<file path="src/rtl/din_debounce.sv">
// Two-channel input debouncer: per-channel synchronizer chain, mismatch counter and
// registered change pulses. Define DIN_DEBOUNCE_CHG_EN to build the chg1/chg2 pulse logic.
module din_debounce #(
  parameter int SYNC_STAGES = 2,
  parameter int DB_LIMIT    = 15
) (
  input  logic clk,
  input  logic rst,
  input  logic in1,
  input  logic in2,
  output logic di1,
  output logic di2,
  output logic chg1,
  output logic chg2
);

  localparam int            CW       = $clog2(DB_LIMIT + 1);
  localparam logic [CW-1:0] CNT_LAST = CW'(DB_LIMIT - 1);

  logic [1:0] raw;
  assign raw = {in2, in1};

  for (genvar c = 0; c < 2; c++) begin : g_ch
    logic [SYNC_STAGES-1:0] sync;
    logic                   s;
    logic [CW-1:0]          cnt;
    logic                   di_q;

    // The raw pin only ever reaches sync[0]; everything downstream sees s.
    always_ff @(posedge clk or posedge rst) begin
      if (rst) sync <= '0;
      else     sync <= {sync[SYNC_STAGES-2:0], raw[c]};
    end

    assign s = sync[SYNC_STAGES-1];

    // cnt == 0 is the STABLE state, any other value is PENDING.
    // NOTE: state registers use non-blocking assignments so every flop samples pre-edge values.
    always_ff @(posedge clk or posedge rst) begin
      if (rst) begin
        cnt  <= '0;
        di_q <= 1'b0;
      end else if (s == di_q) begin
        cnt  <= '0;
      end else if (cnt == CNT_LAST) begin
        di_q <= s;
        cnt  <= '0;
      end else begin
        cnt  <= cnt + CW'(1);
      end
    end
  end

  assign di1 = g_ch[0].di_q;
  assign di2 = g_ch[1].di_q;

`ifdef DIN_DEBOUNCE_CHG_EN
  logic [1:0] chg_q;

  // Set on the same edge that updates di, so the pulse occupies the following cycle.
  always_ff @(posedge clk or posedge rst) begin
    if (rst) begin
      chg_q <= 2'b00;
    end else begin
      chg_q[0] <= (g_ch[0].s != g_ch[0].di_q) && (g_ch[0].cnt == CNT_LAST);
      chg_q[1] <= (g_ch[1].s != g_ch[1].di_q) && (g_ch[1].cnt == CNT_LAST);
    end
  end

  assign chg1 = chg_q[0];
  assign chg2 = chg_q[1];
`else
  assign chg1 = 1'b0;
  assign chg2 = 1'b0;
`endif

endmodule

</file>
<file path="config.mk">
export PLATFORM = sky130hd
export DESIGN_NAME = din_debounce
export DESIGN_NICKNAME = d
export VERILOG_FILES = /design/src/rtl/din_debounce.sv
export SDC_FILE = /design/constraint.sdc
export NUM_CORES = 1
export LEC_CHECK = 0
export ABC_AREA = 1
export CORE_AREA = 3 3 40 42
export CTS_BUF_LIST = sky130_fd_sc_hd__clkbuf_16
export DETAILED_ROUTE_END_ITERATION = 16
export DIE_AREA = 0 0 43 45
export PLACE_DENSITY = 0.68
export SYNTH_ARGS = -nofsm -noshare
export SYNTH_HDL_FRONTEND = slang
export SYNTH_SLANG_ARGS = --single-unit
</file>
<file path="constraint.sdc">
create_clock -name clk -period 1.75 [get_ports clk]
set_input_delay 0.35 -clock clk [delete_from_list [all_inputs] [get_ports clk]]
set_output_delay 0.35 -clock clk [all_outputs]
set_load 0.05 [all_outputs]
</file>
==> key figures, run 1 <==
Finish
  • FF/Latch Area: 350 µm²
  • Commonest non-fill, non-tap cell in the layout: dfrtp_1
  • Most frequent cells in the layout: dfrtp_1, nand2_1, inv_1
  • Area of the multi-input gates: 210 µm²
  • Finished Core Util: 57.1%
  • Finished Cell Area: 733 µm²
  • ANT cells: 0
  • Nets: 77
  • Area growth, synth to finish: 21.1%
  • # fillers: 112
  • Fin cells: 82
  • Share of post-route cells with drive strength above 1: 11.9%

Worst hold path
  • Hold Path Stages: 0
  • Tightest Hold Check Type: register to register
  • Worst Hold Path EP: g_ch[1].sync[1]
  • Hold path startpoint: g_ch[1].sync[0]

Synth
  • Register area share after synthesis: 57.9%
  • Warnings, synthesis: 0
  • Register bit total from synthesis: 14
  • Mapped Cells: 60
  • Synth Cell Area: 606 µm²
  • Synth unique cells: 12
  • Mean Syn Cell Area: 10.1 µm²

Timing
  • Crit path time final: 1.18 ns
  • Hold_ws: 0.345 ns
  • RSZ-0062 raised after global routing: false
  • Setup TNS: 0 ns
  • Setup ws final: 0.568 ns
  • Final Cycle Share: 67.5%
  • Final Hold Fails: 0
  • Final setup violation count: 0
  • Clk_skew: 0.000408 ns
  • Max Freq: 846 MHz
  • Fin. max-slew vios: 0

Pwr
  • Cell leakage power: 0.367 nW
  • Pwr/cell area: 1110 nW/µm²
  • Worst IR Drop VDD: 0.685 mV
  • Power Total: 0.814 mW

Die
  • Die width: 43 µm
  • Die area: 1940 µm²
  • Cell Rows: 13
  • Number of top-level pins: 8
  • Core area: 1280 µm²
  • Initial Util: 47.1%
  • Chip height: 45 µm

Route
  • Routed vias: 386
  • DRT Pass-1 Iters: 5
  • Vias/cell: 4.71
  • DRC Markers: 0
  • WL final: 855 µm
  • DRT iter0 DRCs: 9
  • Wire per inst: 10.4 µm
  • Final ANT Viol Nets: 0

Setup path
  • CP max FO: 4
  • Crit start category: register
  • Req. time, crit path: 1.40 ns
  • Critical Path, Cell by Cell: buf_4
  • Crit path max-delay family: flip-flops
  • Critical Path Sink Type: primary output
  • Max stage delay on crit path: 0.40 ns
  • R2r worst-path depth: 5
  • Reg2reg end: g_ch[1].cnt[3]
  • CP Buf/Inv Count: 1
  • Reg2reg start: g_ch[1].cnt[0]
  • Kind of critical path: register to primary output
  • Slowest-stage cell, CP: dfrtp_1
  • R2R setup slack: 0.66 ns
  • Crit. path cell count: 1
  • Data arrival, critical path: 0.83 ns

CTS
  • Max clock buf depth: 2
  • Hold_buf cts: 0
  • Post-CTS sizing: 0
  • Num CTS Buffers: 3
  • Post CTS Setup Buffer Count: 0
  • H-tree depth: 1
  • Clock slew at reported path FFs: 0.04 ns
  • CTS tree: done
  • CTS root buffer: clkbuf_16
  • Sink Count: 14
  • Insertion delay of the later-clocked pin in the worst-skew pair: 0.24 ns

Placement
  • Final Wtd Congestion: 0.678
  • Cells after DPL: 79
  • Area post-placement: 658 µm²
  • Placement Setup Slack: 0.661 ns
  • IO buf count: 5
  • Post-detail-place hpwl: 607 µm

GRT
  • Total gr overflow: 0
  • Largest net degree at the start of global routing: 15
  • Total GRT Usage: 11.3%
  • First-pass GRT wire length: 1570 µm
  • Initial antenna violation count: 0
  • Vias in the first global route: 392

Job
  • Max cap viols: 0

Status
  • Status: finished clean
## routing by layer
metal,track usage [%],wire length (µm),vias up
li1,-,-,195
met1,14.8,385,180
met2,17.1,436,11
met3,1.20,33,0
met4,9.04,0,0
met5,0,0,-
## power by group
part,leakage [nW],switching (mW),internal (mW)
clock network,0.0370,0.111,0.297
logic,0.149,0.0306,0.0191
registers,0.181,0.0151,0.341
total,0.367,0.157,0.657
## how the worst max path moves through the flow
stage	start	end	slack [ns]
after floorplan	di2	g_ch[1].cnt[3]	0.71
after global routing	g_ch[1].cnt[0]	g_ch[1].cnt[0]	0.52
after detailed placement	g_ch[1].cnt[0]	g_ch[1].cnt[3]	0.66
after CTS	di2	di2	0.56
final	di2	di2	0.57
after global placement	g_ch[1].cnt[0]	g_ch[1].cnt[3]	0.67
## cell type report
cell class                      instances  area share (%)
Sequential cell                        14            47.8
Tap cell                               15            2.56
Multi-Input combinational cell         36            28.7
Timing Repair Buffer                    5            6.14
Clock buffer                            3            10.2
Inverter                                9            4.61
## kinds of logic (layout without fill, tap and decap cells)
kind of cell / Yosys count / in the layout / share of synthesized area [%]
simple gates: 26 / 26 / 20.7
flops: 14 / 14 / 57.9
buf+inv: 11 / 17 / 8.06
fa+ha+maj: 4 / 4 / 8.26
compound gates: 2 / 2 / 1.65
xor+xnor: 2 / 2 / 2.89
other cells: 1 / 2 / 0.619
## cells in the mapped netlist
| library cell | instances | area [µm²] |
|---|---|---|
| nand2_1 | 10 | 37.5 |
| nand3_2 | 3 | 30.0 |
| nor2_1 | 8 | 30.0 |
| buf_4 | 2 | 15.0 |
| ha_1 | 4 | 50.1 |
| nand4_1 | 2 | 12.5 |
| inv_1 | 9 | 33.8 |
| xnor2_1 | 2 | 17.5 |
| nand3_1 | 3 | 15.0 |
| o21ai_1 | 2 | 10.0 |
| dfrtp_1 | 14 | 350 |
| conb_1 | 1 | 3.75 |
## sequential cells by signal (all words and copies together), names as in the netlist
| register | cells |
|---|---|
| g_ch.cnt | 8 |
| g_ch.sync | 4 |
| di1 | 1 |
| di2 | 1 |
No activity file was read; power rests on OpenSTA's default activity.
==> run 2, diff against run 1 <==
==> constraint.sdc (replaced) <==
create_clock -name clk -period 1.24 [get_ports clk]
set_input_delay 0.248 -clock clk [delete_from_list [all_inputs] [get_ports clk]]
set_output_delay 0.248 -clock clk [all_outputs]
set_load 0.05 [all_outputs]
==> key figures, run 2 (synthesis results as in run 1) <==
Setup path
  • Kind of critical path: register to register (was register to primary output)
  • Reg2reg start: g_ch[0].cnt[0] (was g_ch[1].cnt[0])
  • Data arrival, critical path: 1.25 ns (was 0.83 ns)
  • Worst Setup SP: g_ch[0].cnt[0] (was di2)
  • Req. time, crit path: 1.41 ns (was 1.40 ns)
  • CP max FO: 5 (was 4)
  • Crit start category: register (unchanged)
  • Critical Path Sink Type: register (was primary output)

Placement
  • Final Wtd Congestion: 0.752 (was 0.678)
  • IO buf count: 5 (unchanged)
  • Placement Setup Slack: 0.163 ns (was 0.661 ns)
  • Cells after DPL: 80 (was 79)
  • Area post-placement: 691 µm² (was 658 µm²)
  • Post-detail-place hpwl: 632 µm (was 607 µm)

Finish
  • Commonest non-fill, non-tap cell in the layout: dfrtp_1 (unchanged)
  • FF/Latch Area: 350 µm² (unchanged)
  • Max FFs per register: 8 (unchanged)
  • # fillers: 104 (was 112)
  • Most frequent cells in the layout: dfrtp_1, nand2_1, inv_1 (unchanged)
  • ANT cells: 0 (unchanged)
  • Finished Cell Area: 769 µm² (was 733 µm²)
  • Nets: 78 (was 77)
  • Share of post-route cells with drive strength above 1: 13.0% (was 11.9%)
  • Area of the multi-input gates: 210 µm² (unchanged)
  • Top reg by flops: g_ch.cnt (unchanged)
  • Fin cells: 84 (was 82)
  • Biggest regs: g_ch.cnt: 8 flops, g_ch.sync: 4 flops (unchanged)
  • Area growth, synth to finish: 27.1% (was 21.1%)

Route
  • WL final: 804 µm (was 855 µm)
  • Vias/cell: 4.63 (was 4.71)
  • Final ANT Viol Nets: 0 (unchanged)
  • DRT Pass-1 Iters: 4 (was 5)
  • DRC Markers: 0 (unchanged)
  • DRT iter0 DRCs: 6 (was 9)
  • Wire per inst: 9.57 µm (was 10.4 µm)
  • Routed vias: 389 (was 386)

Die
  • Chip height: 45 µm (unchanged)
  • Die area: 1940 µm² (unchanged)
  • Initial Util: 47.1% (unchanged)
  • Die width: 43 µm (unchanged)
  • Core area: 1280 µm² (unchanged)
  • Cell Rows: 13 (unchanged)
  • Number of top-level pins: 8 (unchanged)

CTS
  • Num CTS Buffers: 3 (unchanged)
  • Sink Count: 14 (unchanged)
  • CTS root buffer: clkbuf_16 (unchanged)
  • Max clock buf depth: 2 (unchanged)
  • Insertion delay of the later-clocked pin in the worst-skew pair: 0.24 ns (about the same)
  • Post CTS Setup Buffer Count: 0 (unchanged)
  • Hold_buf cts: 0 (unchanged)
  • Clock slew at reported path FFs: 0.05 ns (was 0.04 ns)
  • Post-CTS sizing: 0 (unchanged)
  • H-tree depth: 1 (unchanged)
  • CTS tree: done (unchanged)

GRT
  • Vias in the first global route: 367 (was 392)
  • First-pass GRT wire length: 1500 µm (was 1570 µm)
  • Largest net degree at the start of global routing: 15 (unchanged)
  • Total GRT Usage: 10.5% (was 11.3%)
  • Initial antenna violation count: 0 (unchanged)
  • Total gr overflow: 0 (unchanged)

Pwr
  • Psw: 0.238 mW (was 0.157 mW)
  • Cell leakage power: 0.379 nW (was 0.367 nW)
  • Pwr/cell area: 1530 nW/µm² (was 1110 nW/µm²)
  • Clock Power Share: 51.0% (was 50.1%)
  • Worst IR Drop VDD: 1.00 mV (was 0.685 mV)
  • Comb power frac: 6.3% (was 6.1%)
  • Reg power frac: 42.7% (was 43.8%)
  • Switching Share: 20.3% (was 19.2%)
  • Int Power: 0.936 mW (was 0.657 mW)

Timing
  • Clk_skew: 0.00230 ns (was 0.000408 ns)
  • Final Cycle Share: 87.8%
  • Max Freq: 919 MHz
  • Final Hold Fails: 0 (unchanged)
  • Hold_ws: 0.299 ns (was 0.345 ns)
  • Crit path time final: 1.09 ns
  • RSZ-0062 raised after global routing: false (unchanged)
  • Setup ws final: 0.152 ns (was 0.568 ns)
  • Fin. max-slew vios: 0 (unchanged)
  • Setup TNS: 0 ns (unchanged)
  • Final setup violation count: 0 (unchanged)

Worst hold path
  • Tightest Hold Check Type: input port to async pin (was register to register)

Status
  • Status: finished clean (unchanged)

Job
  • Max cap viols: 0 (unchanged)
==> run 2: changes by cell type in the layout (fill, tap and decap cells not counted), sizes merged <==
cell / before / now
clkinv: 0 / 1
buf: 2 / 3
==> run 2: cell type report <==
type,count,share of cell area [%]
inverter,9,4.39
tap,15,2.44
timing repair buffer,6,10.1
clock inverter,1,0.488
multi-input combinational,36,27.3
sequential,14,45.5
clock buffer,3,9.76
==> run 2: worst paths after layout <==
| path | cells after the start | to | slack [ns] |
|---|---|---|---|
| max | 5 | g_ch[0].cnt[3] | 0.15 |
| min | 3 | g_ch[0].sync[0] | 0.30 |
| max reg2reg | 5 | g_ch[0].cnt[3] | 0.15 |
| min reg2reg | 0 | g_ch[0].sync[1] | 0.34 |
| max in group asynchronous | 3 | g_ch[1].cnt[2] | 0.77 |
| min in group clk | 0 | g_ch[0].sync[1] | 0.34 |
==> run 2: power by group through the flow <==
stage / clock network [mW] / logic, mW / registers, mW
after floorplan: 0 / 0.0584 / 0.505
after global placement: 0 / 0.0740 / 0.508
after detailed placement: 0 / 0.0756 / 0.509
after CTS: 0.614 / 0.0759 / 0.502
after global routing: 0.634 / 0.0851 / 0.507
final: 0.599 / 0.0735 / 0.502
==> run 2: routing by layer <==
layer | wire (µm) | GRT usage [%] | vias up
met5 | 0 | 0 | -
met4 | 0 | 3.61 | 0
met3 | 29 | 3.59 | 0
met2 | 392 | 17.7 | 5
met1 | 382 | 12.5 | 183
li1 | - | - | 201
==> run 2: through the flow <==
stage / power [mW] / util (%)
after floorplan: 0.563 / -
after global placement: 0.582 / 53.7
after detailed placement: 0.584 / 53.7
after CTS: 1.19 / 59.9
after global routing: 1.23 / 59.9
final: 1.17 / 59.9
==> run 2: worst max-delay path: stages (launching register included) <==
cell,delay (ns)
dfrtp_1,0.40
inv_1,0.07
ha_1,0.21
nand3_2,0.10
nand3_2,0.10
nor2_1,0.13
